==> src/rtl/quad_decoder_pkg.sv <==
// Shared types and helpers for the quadrature decoder: phase-state encoding,
// error-counter width and the transition classifier.
package quad_decoder_pkg;

    localparam int ERR_CNT_W = 8;

    typedef enum logic [1:0] {
        S00 = 2'b00,
        S10 = 2'b10,
        S11 = 2'b11,
        S01 = 2'b01
    } phase_t;

    typedef enum logic [1:0] {
        DEC_NONE    = 2'd0,
        DEC_UP      = 2'd1,
        DEC_DOWN    = 2'd2,
        DEC_ILLEGAL = 2'd3
    } dec_t;

    // Successor of a state when phase A leads phase B.
    function automatic phase_t phase_next_up(input phase_t s);
        phase_t r;
        case (s)
            S00:     r = S10;
            S10:     r = S11;
            S11:     r = S01;
            default: r = S00;
        endcase
        return r;
    endfunction

    function automatic dec_t qdec_decode(input phase_t prev, input phase_t cur);
        dec_t r;
        if (cur == prev) begin
            r = DEC_NONE;
        end else if (cur == phase_next_up(prev)) begin
            r = DEC_UP;
        end else if (prev == phase_next_up(cur)) begin
            r = DEC_DOWN;
        end else begin
            r = DEC_ILLEGAL;
        end
        return r;
    endfunction

endpackage

==> src/rtl/quad_decoder_if.sv <==
// Signal bundle between a quadrature source/consumer and quad_decoder.
// QUAD_DECODER_INDEX_EN adds the index input qi and the sticky idx_seen flag.
interface quad_decoder_if #(
    parameter int N = 16
);
    import quad_decoder_pkg::*;

    logic                 qa;
    logic                 qb;
    logic                 enable;
    logic                 clr;
    logic [N-1:0]         count;
    logic                 step;
    logic                 dir;
    logic                 err;
    logic [ERR_CNT_W-1:0] err_cnt;
`ifdef QUAD_DECODER_INDEX_EN
    logic                 qi;
    logic                 idx_seen;

    modport master (
        output qa, qb, enable, clr, qi,
        input  count, step, dir, err, err_cnt, idx_seen
    );

    modport slave (
        input  qa, qb, enable, clr, qi,
        output count, step, dir, err, err_cnt, idx_seen
    );
`else
    modport master (
        output qa, qb, enable, clr,
        input  count, step, dir, err, err_cnt
    );

    modport slave (
        input  qa, qb, enable, clr,
        output count, step, dir, err, err_cnt
    );
`endif

endinterface

==> src/rtl/qdec_filter.sv <==
// Two-flop synchronizer followed by a persistence filter: the output follows
// the synchronized input only after FILT consecutive samples of the new level.
module qdec_filter #(
    parameter int FILT = 3
) (
    input  logic clk,
    input  logic rst,
    input  logic d_i,
    output logic q_o
);

    logic       sync1_q;
    logic       sync2_q;
    logic       out_q;
    logic       out_d;
    logic [3:0] run_q;
    logic [3:0] run_d;

    // run_q counts how many samples in a row have disagreed with the output.
    always_comb begin
        out_d = out_q;
        run_d = '0;
        if (sync2_q != out_q) begin
            if (run_q == 4'(FILT - 1)) begin
                out_d = sync2_q;
            end else begin
                run_d = run_q + 4'd1;
            end
        end
    end

    always_ff @(posedge clk or posedge rst) begin
        if (rst) begin
            sync1_q <= 1'b0;
            sync2_q <= 1'b0;
            out_q   <= 1'b0;
            run_q   <= '0;
        end else begin
            sync1_q <= d_i;
            sync2_q <= sync1_q;
            out_q   <= out_d;
            run_q   <= run_d;
        end
    end

    assign q_o = out_q;

endmodule

==> src/rtl/quad_decoder.sv <==
// Quadrature decoder: filtered A/B phases drive a wrapping position counter.
// Optional index support is compiled in with QUAD_DECODER_INDEX_EN.
module quad_decoder
    import quad_decoder_pkg::*;
#(
    parameter int N    = 16,
    parameter int FILT = 3
) (
    input  logic          clk,
    input  logic          rst,
    quad_decoder_if.slave bus
);

    // Filter outputs are trustworthy once the sync chain and one full filter window have passed.
    localparam logic [4:0] WARM = 5'(FILT + 2);

    logic                 a_f;
    logic                 b_f;
    phase_t               filt_ab;
    dec_t                 dec;

    logic [4:0]           warm_q, warm_d;
    logic                 primed_q, primed_d;
    phase_t               state_q, state_d;
    logic [N-1:0]         count_q, count_d;
    logic                 step_q, step_d;
    logic                 dir_q, dir_d;
    logic                 err_q, err_d;
    logic [ERR_CNT_W-1:0] err_cnt_q, err_cnt_d;

    qdec_filter #(.FILT(FILT)) u_filt_a (.clk(clk), .rst(rst), .d_i(bus.qa), .q_o(a_f));
    qdec_filter #(.FILT(FILT)) u_filt_b (.clk(clk), .rst(rst), .d_i(bus.qb), .q_o(b_f));

`ifdef QUAD_DECODER_INDEX_EN
    logic i_f;
    logic qi_q, qi_d;
    logic idx_q, idx_d;

    qdec_filter #(.FILT(FILT)) u_filt_i (.clk(clk), .rst(rst), .d_i(bus.qi), .q_o(i_f));
`endif

    function automatic logic [ERR_CNT_W-1:0] sat_inc(input logic [ERR_CNT_W-1:0] v);
        return (&v) ? v : v + 1'b1;
    endfunction

    always_comb begin
        filt_ab   = phase_t'({a_f, b_f});
        dec       = qdec_decode(state_q, filt_ab);
        warm_d    = (warm_q == WARM) ? warm_q : warm_q + 5'd1;
        primed_d  = primed_q;
        state_d   = state_q;
        count_d   = count_q;
        step_d    = 1'b0;
        dir_d     = dir_q;
        err_d     = 1'b0;
        err_cnt_d = err_cnt_q;
`ifdef QUAD_DECODER_INDEX_EN
        qi_d      = qi_q;
        idx_d     = idx_q;
`endif
        if (!primed_q) begin
            if (warm_q == WARM) begin
                primed_d = 1'b1;
                state_d  = filt_ab;
`ifdef QUAD_DECODER_INDEX_EN
                qi_d     = i_f;
`endif
            end
        end else begin
            state_d = filt_ab;
            if (bus.enable) begin
                case (dec)
                    DEC_UP: begin
                        count_d = count_q + N'(1);
                        step_d  = 1'b1;
                        dir_d   = 1'b1;
                    end
                    DEC_DOWN: begin
                        count_d = count_q - N'(1);
                        step_d  = 1'b1;
                        dir_d   = 1'b0;
                    end
                    DEC_ILLEGAL: begin
                        err_d     = 1'b1;
                        err_cnt_d = sat_inc(err_cnt_q);
                    end
                    default: ;
                endcase
            end
`ifdef QUAD_DECODER_INDEX_EN
            qi_d = i_f;
            if (bus.enable && i_f && !qi_q && (filt_ab == S11)) begin
                count_d = '0;
                step_d  = 1'b0;
                dir_d   = dir_q;
                idx_d   = 1'b1;
            end
`endif
        end
        // Clear wins over index and step; an illegal-transition pulse still shows.
        if (bus.clr) begin
            count_d   = '0;
            err_cnt_d = '0;
            step_d    = 1'b0;
            dir_d     = dir_q;
`ifdef QUAD_DECODER_INDEX_EN
            idx_d     = 1'b0;
`endif
        end
    end

    always_ff @(posedge clk or posedge rst) begin
        if (rst) begin
            warm_q    <= '0;
            primed_q  <= 1'b0;
            state_q   <= S00;
            count_q   <= '0;
            step_q    <= 1'b0;
            dir_q     <= 1'b0;
            err_q     <= 1'b0;
            err_cnt_q <= '0;
`ifdef QUAD_DECODER_INDEX_EN
            qi_q      <= 1'b0;
            idx_q     <= 1'b0;
`endif
        end else begin
            warm_q    <= warm_d;
            primed_q  <= primed_d;
            state_q   <= state_d;
            count_q   <= count_d;
            step_q    <= step_d;
            dir_q     <= dir_d;
            err_q     <= err_d;
            err_cnt_q <= err_cnt_d;
`ifdef QUAD_DECODER_INDEX_EN
            qi_q      <= qi_d;
            idx_q     <= idx_d;
`endif
        end
    end

    assign bus.count   = count_q;
    assign bus.step    = step_q;
    assign bus.dir     = dir_q;
    assign bus.err     = err_q;
    assign bus.err_cnt = err_cnt_q;
`ifdef QUAD_DECODER_INDEX_EN
    assign bus.idx_seen = idx_q;
`endif

endmodule
==> src/flat_wrapper.sv <==
// flat-port wrapper written by rule: the top's interface ports become plain ports
module quad_decoder_flat import quad_decoder_pkg::*;
#(
    parameter int N    = 16,
    parameter int FILT = 3
)
  (clk, rst, bus_qa, bus_qb, bus_enable, bus_clr, bus_count, bus_step, bus_dir, bus_err, bus_err_cnt);
  quad_decoder_if #(.N(N)) bus_i ();
  input  logic clk;
  input  logic rst;
  input wire logic [$bits(bus_i.qa)-1:0] bus_qa;
  input wire logic [$bits(bus_i.qb)-1:0] bus_qb;
  input wire logic [$bits(bus_i.enable)-1:0] bus_enable;
  input wire logic [$bits(bus_i.clr)-1:0] bus_clr;
  output wire logic [$bits(bus_i.count)-1:0] bus_count;
  output wire logic [$bits(bus_i.step)-1:0] bus_step;
  output wire logic [$bits(bus_i.dir)-1:0] bus_dir;
  output wire logic [$bits(bus_i.err)-1:0] bus_err;
  output wire logic [$bits(bus_i.err_cnt)-1:0] bus_err_cnt;
  assign bus_i.qa = bus_qa;
  assign bus_i.qb = bus_qb;
  assign bus_i.enable = bus_enable;
  assign bus_i.clr = bus_clr;
  assign bus_count = bus_i.count;
  assign bus_step = bus_i.step;
  assign bus_dir = bus_i.dir;
  assign bus_err = bus_i.err;
  assign bus_err_cnt = bus_i.err_cnt;
  quad_decoder #(.N(N), .FILT(FILT)) u_core (.clk(clk), .rst(rst), .bus(bus_i));
endmodule
==> config.mk <==
export PLATFORM = sky130hd
export DESIGN_NAME = quad_decoder_flat
export DESIGN_NICKNAME = d
export VERILOG_FILES = /design/src/rtl/quad_decoder_pkg.sv /design/src/rtl/quad_decoder_if.sv /design/src/rtl/qdec_filter.sv /design/src/rtl/quad_decoder.sv /design/src/flat_wrapper.sv
export SDC_FILE = /design/constraint.sdc
export NUM_CORES = 1
export LEC_CHECK = 0
export ABC_AREA = 0
export BUFFER_PORTS_ARGS = -buffer_cell sky130_fd_sc_hd__buf_2
export CAP_MARGIN = 20
export CORE_UTILIZATION = 40
export CTS_CLUSTER_SIZE = 30
export DETAILED_ROUTE_END_ITERATION = 7
export GPL_TIMING_DRIVEN = 0
export PLACE_DENSITY_LB_ADDON = 0.15
export SETUP_SLACK_MARGIN = 0.4
export SYNTH_ARGS = -nofsm -noshare
export SYNTH_HDL_FRONTEND = slang
export SYNTH_SLANG_ARGS = --single-unit
==> constraint.sdc <==
create_clock -name clk -period 5.1 [get_ports clk]
set_input_delay 0.255 -clock clk [delete_from_list [all_inputs] [get_ports clk]]
set_output_delay 0.255 -clock clk [all_outputs]
set_load 0.005 [all_outputs]
==> impl_results.md, run 1 <==
* Post-Synth Simple-Gate Area at 0.175
* Setup CP Type: register to register
* I/O Pins at 33
* Share of cells above drive strength 1 at 0.157
* DR WL/cell at 13.1 um
* Worst path slowest cell: ha_1
* RSZ-0062 raised after global routing: false
* Sequential-to-total area share from yosys stat at 0.426
* Maximum clock path buffer count at 2
* Main combinational cell family by area after synthesis: simple AND/OR/NAND/NOR gates
* Post-CTS setup buffer count at 0
* Leakage at 1.58 nW
* CP most frequent cell: o21ai_0
* Tot Pwr at 1.92 mW
* PnR worst setup slack at 1.24 ns
* Routed vias/inst at 5.08
* Status: complete, no violations
* Count leader, synth: dfrtp_1
* Hold Path Class: input pin to register
* Worst EP required at 5.30 ns
* Startpoint types: register
* Total GRT Usage at 0.167
* First-pass GRT wire length at 9930 um
* Clock Latency Late Sink at 0.31 ns
* Slowest stage delay, CP at 0.77 ns
* CTS Hold Buffers Added at 1
* Compound-Gate Fraction of Synth Area at 0.144
* Top_reg_cell synth: dfrtp_1
* Post-placement cell count at 430
* Post-Synth Adder-Cell Area at 0.111
* FFs w/ async S/R, synth at 1.00
* Largest net degree at the start of global routing at 34
* Root Buffer: clkbuf_8
* Area of the multi-input gates at 1540 um2
* Post-synth top cells: dfrtp_1 (49), nand2_1 (36), nor2_1 (29), ha_1 (24), a21oi_1 (22)
* Synthesized flop and latch total at 49
* Cell area after synthesis at 2880 um2
* Post-synthesis mux area share at 0.0261
* Area Overhead vs Synth at 13.9%
* Mapped Avg Cell Area at 9.54 um2
* Die height at 86.9 um
* Clk sinks at 49
* DRT iter0 DRCs at 103
* Cells after Synth at 302
* DRC viols at 0
* Yosys warns at 0
* Max H-tree Level at 2
* DPL Wire Length at 4120 um
* Rows at 30
* Initial antenna violation count at 0
* Arrival @ worst endpoint at 4.06 ns
* Fmax at 259 MHz
* Area share of the largest cell type after synthesis at 0.426
* Slew margin rel. at 0.392
* Die width at 86.9 um
* Final hold vios at 0
* Reg clk slew, reported paths at 0.10 ns
* Core area at 6870 um2
* Synth area leaders: dfrtp_1 (43%), ha_1 (10%), nand2_1 (4.7%)
* Fin crit period at 3.86 ns
* Final Instance Area at 3280 um2
* Pwr dens at 586 nW/um2
* Full die area at 7550 um2
* Total CTS buffers at 5
* Clk network pwr share at 0.130
* Setup Viol. Count Final at 0
* CP endpoint kind: register
* Dpl cell area at 3180 um2
* Pins Over Slew Limit at 0
* Comb power frac at 0.563
* MaxCap Viol Count at 0
* Tcrit/Tclk final at 0.757
* Post-cts resize count at 0
* CP Cell Sequence: mux2i_1, o21ai_0, ha_1, inv_1, fa_1, nand2b_1, a21o_1, a211oi_2, o21ai_0, and3_1, a211o_1
* Sw frac at 0.459
* Register share of total power at 0.307
* Worst VDD drop at 147 uV
* Vias in the first global route at 2,050
* Port bufs at 31
* Initial DRT Pass Iterations at 4
* Fin Setup TNS at 0 ns
* Critical path peak fanout at 20
* Clock Skew at 0.0114 ns
* Layout Cells excl Fill at 439
* Via count at 2,230
* Pin slew with the least headroom to its limit at 0.900 ns
* Placer Congestion at 0.819
* Syn nets at 333
* NetSw at 884 uW
* Xor/xnor share of the synthesized area at 0.0790
* Pre-CTS setup slack at 1.29 ns
* Total grt overflow at 0
* Sequential cell area at 1230 um2
* Nets at 373
* CTS tree: yes
* Diode count at 0
* Remaining antenna violation count at 0
* Fillcell total at 683
* Post-synth EDFFs at 0
* Synth cell types at 41
* Post-Route WL at 5770 um
* Internal at 1.04 mW
* Post-synth top area cell: dfrtp_1
* Starting Density at 0.419
worst paths after layout:
path	end	cells past startpoint	slack, ns	from
min reg2reg	u_core.u_filt_a.sync2_q	0	0.36	u_core.u_filt_a.sync1_q
max in group asynchronous	u_core.bus.count[4]	4	4.13	rst
min in group asynchronous	u_core.u_filt_b.sync1_q	3	0.46	rst
max reg2reg	u_core.bus.count[14]	11	1.24	u_core.state_q[0]
min	u_core.u_filt_a.sync1_q	1	0.04	bus_qa
max	u_core.bus.count[14]	11	1.24	u_core.state_q[0]
placed cells by master, fill, tap and decap left out, types with 2 or more instances in the layout:
cell type,count
dfrtp_1,49
nand2_1,36
buf_2,31
nor2_1,29
ha_1,24
a21oi_1,22
inv_1,15
nand3_1,13
xor2_1,13
xnor2_1,13
o21ai_0,12
a211oi_1,6
and3_1,6
nor3_1,6
nand2b_1,5
nand4_1,5
clkbuf_8,5
mux2_2,4
o211ai_1,4
clkbuf_1,3
a21o_1,3
mux2i_1,3
o21bai_1,3
inv_6,3
buf_6,2
buf_4,2
o211ai_2,2
nor4_1,2
or4_1,2
nor2b_1,2
a31oi_1,2
per-layer routing:
metal  share of wire  routed length (um)  vias up  GRT usage
li1                -                   -     1137          -
met1            0.50                2890     1051      0.233
met2            0.46                2630       35      0.268
met3           0.031                 179        7     0.0303
met4           0.010                  60        0     0.0455
met5               0                   0        -          0
power by group through the flow:
| stage | Clock [mW] | Combinational (mW) | Sequential, mW |
|---|---|---|---|
| after global placement | 0 | 1.07 | 0.597 |
| after CTS | 0.263 | 1.09 | 0.591 |
| after floorplan | 0 | 0.819 | 0.589 |
| final | 0.250 | 1.08 | 0.590 |
| after global routing | 0.278 | 1.23 | 0.610 |
| after detailed placement | 0 | 1.09 | 0.599 |
stage by stage:
stage | util | hold slack, ns
after floorplan | - | 0.286
final | 0.478 | 0.0402
after detailed placement | 0.462 | 0.274
after global routing | 0.478 | 0.0180
after global placement | 0.460 | 0.333
after CTS | 0.478 | 0.0267
cell type report:
cell class,instances,share of cell area
Buffer,8,0.0160
Clock buffer,5,0.0210
Clock inverter,3,0.00801
Inverter,16,0.0183
Multi-Input combinational cell,229,0.470
Sequential cell,49,0.374
Tap cell,96,0.0366
Timing Repair Buffer,33,0.0564
logic make-up (layout without fill, tap and decap cells):
group | after synthesis | in the layout
and+or+nand+nor | 109 | 109
AOI/OAI and AO/OA | 62 | 62
DFF | 49 | 49
xor gates and xnor gates | 26 | 26
adders and majority gates | 25 | 25
buffers and inverters | 24 | 65
muxes | 7 | 7
critical path: cells and delay by family (launching register included):
family	cells	cell delay [ns]
AOI/OAI and AO/OA	5	1.33
adders and majority gates	2	1.20
DFF	1	0.46
and+or+nand+nor	2	0.42
buffers and inverters	1	0.20
muxes	1	0.15
registers in the layout, indices dropped and copies added, names as in the netlist, 2 cells and up:
register and count:
u_core.u_filt_b.run_q 4, u_core.warm_q 5, u_core.bus.err_cnt 8, u_core.bus.count 16, u_core.state_q 2, u_core.u_filt_a.run_q 4
Power figures use the tool's default switching activity.
==> run 2, diff against run 1 <==
Settings changed: ABC_AREA 0 to 1.
Clock period 5.1 ns to 3.7 ns, I/O delays scaled along.
==> run 2 against run 1 <==
Net effect: synthesized area up 6.3%; die area up 6.1%; fmax rose by 34%; clock skew down 0.0078 ns; first-iteration DRC count fell by 43%; register-to-register slack worse by 0.42 ns; hold slack gained 0.15 ns; critical path depth increased by 4; wire length increased by 7.9%; cell count increased by 25%; via count grew 15%; largest power group unchanged; highest routed layer unchanged.
==> impl_results.md, run 2 <==
* Post-synth top cells: nand2_1 (132), inv_1 (62), dfrtp_1 (49), nor2_1 (31), nand3_1 (29)
* Arrival @ worst endpoint at 3.09 ns
* Starting Density at 0.418
* MaxCap Viol Count at 0
* Remaining antenna violation count at 0
* Synth area leaders: dfrtp_1 (40%), nand2_1 (16%), ha_1 (9.8%)
* Commonest non-fill, non-tap cell in the layout: nand2_1
* Syn nets at 437
* Status: complete, no violations
* Total grt overflow at 0
* Clk sinks at 49
* Cell area after synthesis at 3060 um2
* Post-CTS setup buffer count at 0
* Rows at 31
* Vias in the first global route at 2,385
* Synthesized flop and latch total at 49
* Pin slew with the least headroom to its limit at 0.452 ns
* Setup Viol. Count Final at 0
* DPL Wire Length at 4680 um
* Worst EP required at 3.91 ns
* Leakage at 1.99 nW
* Total GRT Usage at 0.175
* Sequential-to-total area share from yosys stat at 0.400
* Yosys warns at 0
* Routed vias/inst at 4.67
* Diode count at 0
* Final hold vios at 0
* Fin crit period at 2.88 ns
* Most frequent cells in the layout: nand2_1 (132), inv_1 (61), dfrtp_1 (49)
* Fin Setup TNS at 0 ns
* First-pass GRT wire length at 10,700 um
* Startpoint types: register
* Reg-to-reg setup timing slack at 0.82 ns
* Fmax at 347 MHz
* DRT iter0 DRCs at 59
* Full die area at 8010 um2
* Core area at 7330 um2
* I/O Pins at 33
* CP endpoint kind: register
* Slew margin rel. at 0.699
* RSZ-0062 raised after global routing: false
* Post-synth EDFFs at 0
* Port bufs at 31
* Total CTS buffers at 5
* Initial DRT Pass Iterations at 4
* Die height at 89.5 um
* FFs w/ async S/R, synth at 1.00
* DRC viols at 0
* Reg clk slew, reported paths at 0.10 ns
* Critical path peak fanout at 18
* Post-placement cell count at 537
* Max reg flops at 16
* Fillcell total at 776
* CTS tree: yes
* Share of cells above drive strength 1 at 0.131
* Initial antenna violation count at 0
* Post-synth top area cell: dfrtp_1
* Tot Pwr at 3.05 mW
* Maximum clock path buffer count at 2
* Pwr dens at 870 nW/um2
* DR WL/cell at 11.4 um
* Largest net degree at the start of global routing at 42
* Count leader, synth: nand2_1
* Placer Congestion at 0.847
* Top_reg_cell synth: dfrtp_1
* Layout Cells excl Fill at 548
* Cells after Synth at 406
* Clock Skew at 0.00353 ns
* Setup CP Type: register to register
* Post-Route WL at 6220 um
* Area share of the largest cell type after synthesis at 0.400
* Clock Latency Late Sink at 0.31 ns
* Final core utilization at 0.478
* Hold Path Class: input pin to register
* Max H-tree Level at 2
* Pins Over Slew Limit at 0
* Via count at 2,557
* Tcrit/Tclk final at 0.779
* Synth cell types at 28
* Worst VDD drop at 243 uV
* Mapped Avg Cell Area at 7.54 um2
* Area Overhead vs Synth at 14.5%
* Die width at 89.5 um
* Nets at 479
* Root Buffer: clkbuf_8
## run 2: worst max-delay path, cell delays in order, from the launching register on
cell and delay [ns]:
dfrtp_1 0.46, xnor2_1 0.17, inv_1 0.06, or2_2 0.27, nand2_1 0.10, ha_2 0.48
inv_1 0.10, fa_1 0.39, inv_1 0.12, nand3_1 0.08, nand3_1 0.15, nand3_1 0.14
nand3_1 0.09, nand2_1 0.05, nand3_1 0.07, nand2_1 0.05
## run 2: what timing repair did
item | in CTS | in global routing
hold buffers | 3 | 0
gates resized for setup | 0 | 1
endpoints found under the hold margin | 10 | 0
endpoints found under the setup margin | 0 | 9
## run 2: path summary, 6_finish.rpt
path	from	to	cells after the start
max	u_core.u_filt_a.q_o	u_core.bus.count[12]	15
min	bus_clr	u_core.bus.err_cnt[4]	2
max reg2reg	u_core.u_filt_a.q_o	u_core.bus.count[12]	15
min reg2reg	u_core.u_filt_a.sync1_q	u_core.u_filt_a.sync2_q	0
max in group asynchronous	rst	u_core.bus.count[13]	4
min in group asynchronous	rst	u_core.bus.count[11]	3
## run 2: layout make-up
| class | instances | area (um2) | area share |
|---|---|---|---|
| clock buffers | 5 | 68.8 | 0.0196 |
| clock inverters | 3 | 43.8 | 0.0125 |
| plain buffers | 4 | 25.0 | 0.00714 |
| repair buffers | 35 | 205 | 0.0585 |
| inverters | 64 | 240 | 0.0685 |
| flip-flops and latches | 49 | 1230 | 0.350 |
| well taps | 99 | 124 | 0.0353 |
| multi-input cells | 289 | 1570 | 0.449 |
## run 2: where the power goes
group	internal (mW)	switching [mW]
Combinational	0.696	1.16
Sequential	0.666	0.117
Clock	0.203	0.204
Total	1.56	1.49
## run 2: logic make-up after synthesis
logic type      count (synthesis)  synth area share
buf+inv                        68            0.0866
mux                             2           0.00736
simple gates                  211             0.292
fa+ha+maj                      25             0.105
xor+xnor                       17            0.0486
flops                          49             0.400
compound gates                 34            0.0601
## run 2: metal layers
layer / GRT usage / share of wire
met5: 0 / 0
met4: 0.0505 / 0.012
met3: 0.0323 / 0.029
met2: 0.294 / 0.47
met1: 0.231 / 0.49
## run 2: stage by stage
stage,area (um2),hold slack (ns),setup slack [ns]
4_1_cts,3500,0.186,0.518
5_1_grt,3510,0.217,0.537
3_3_place_gp,3340,0.293,0.613
3_5_place_dp,3360,0.130,0.576
6_report,3510,0.191,0.819
2_1_floorplan,3060,0.216,1.13
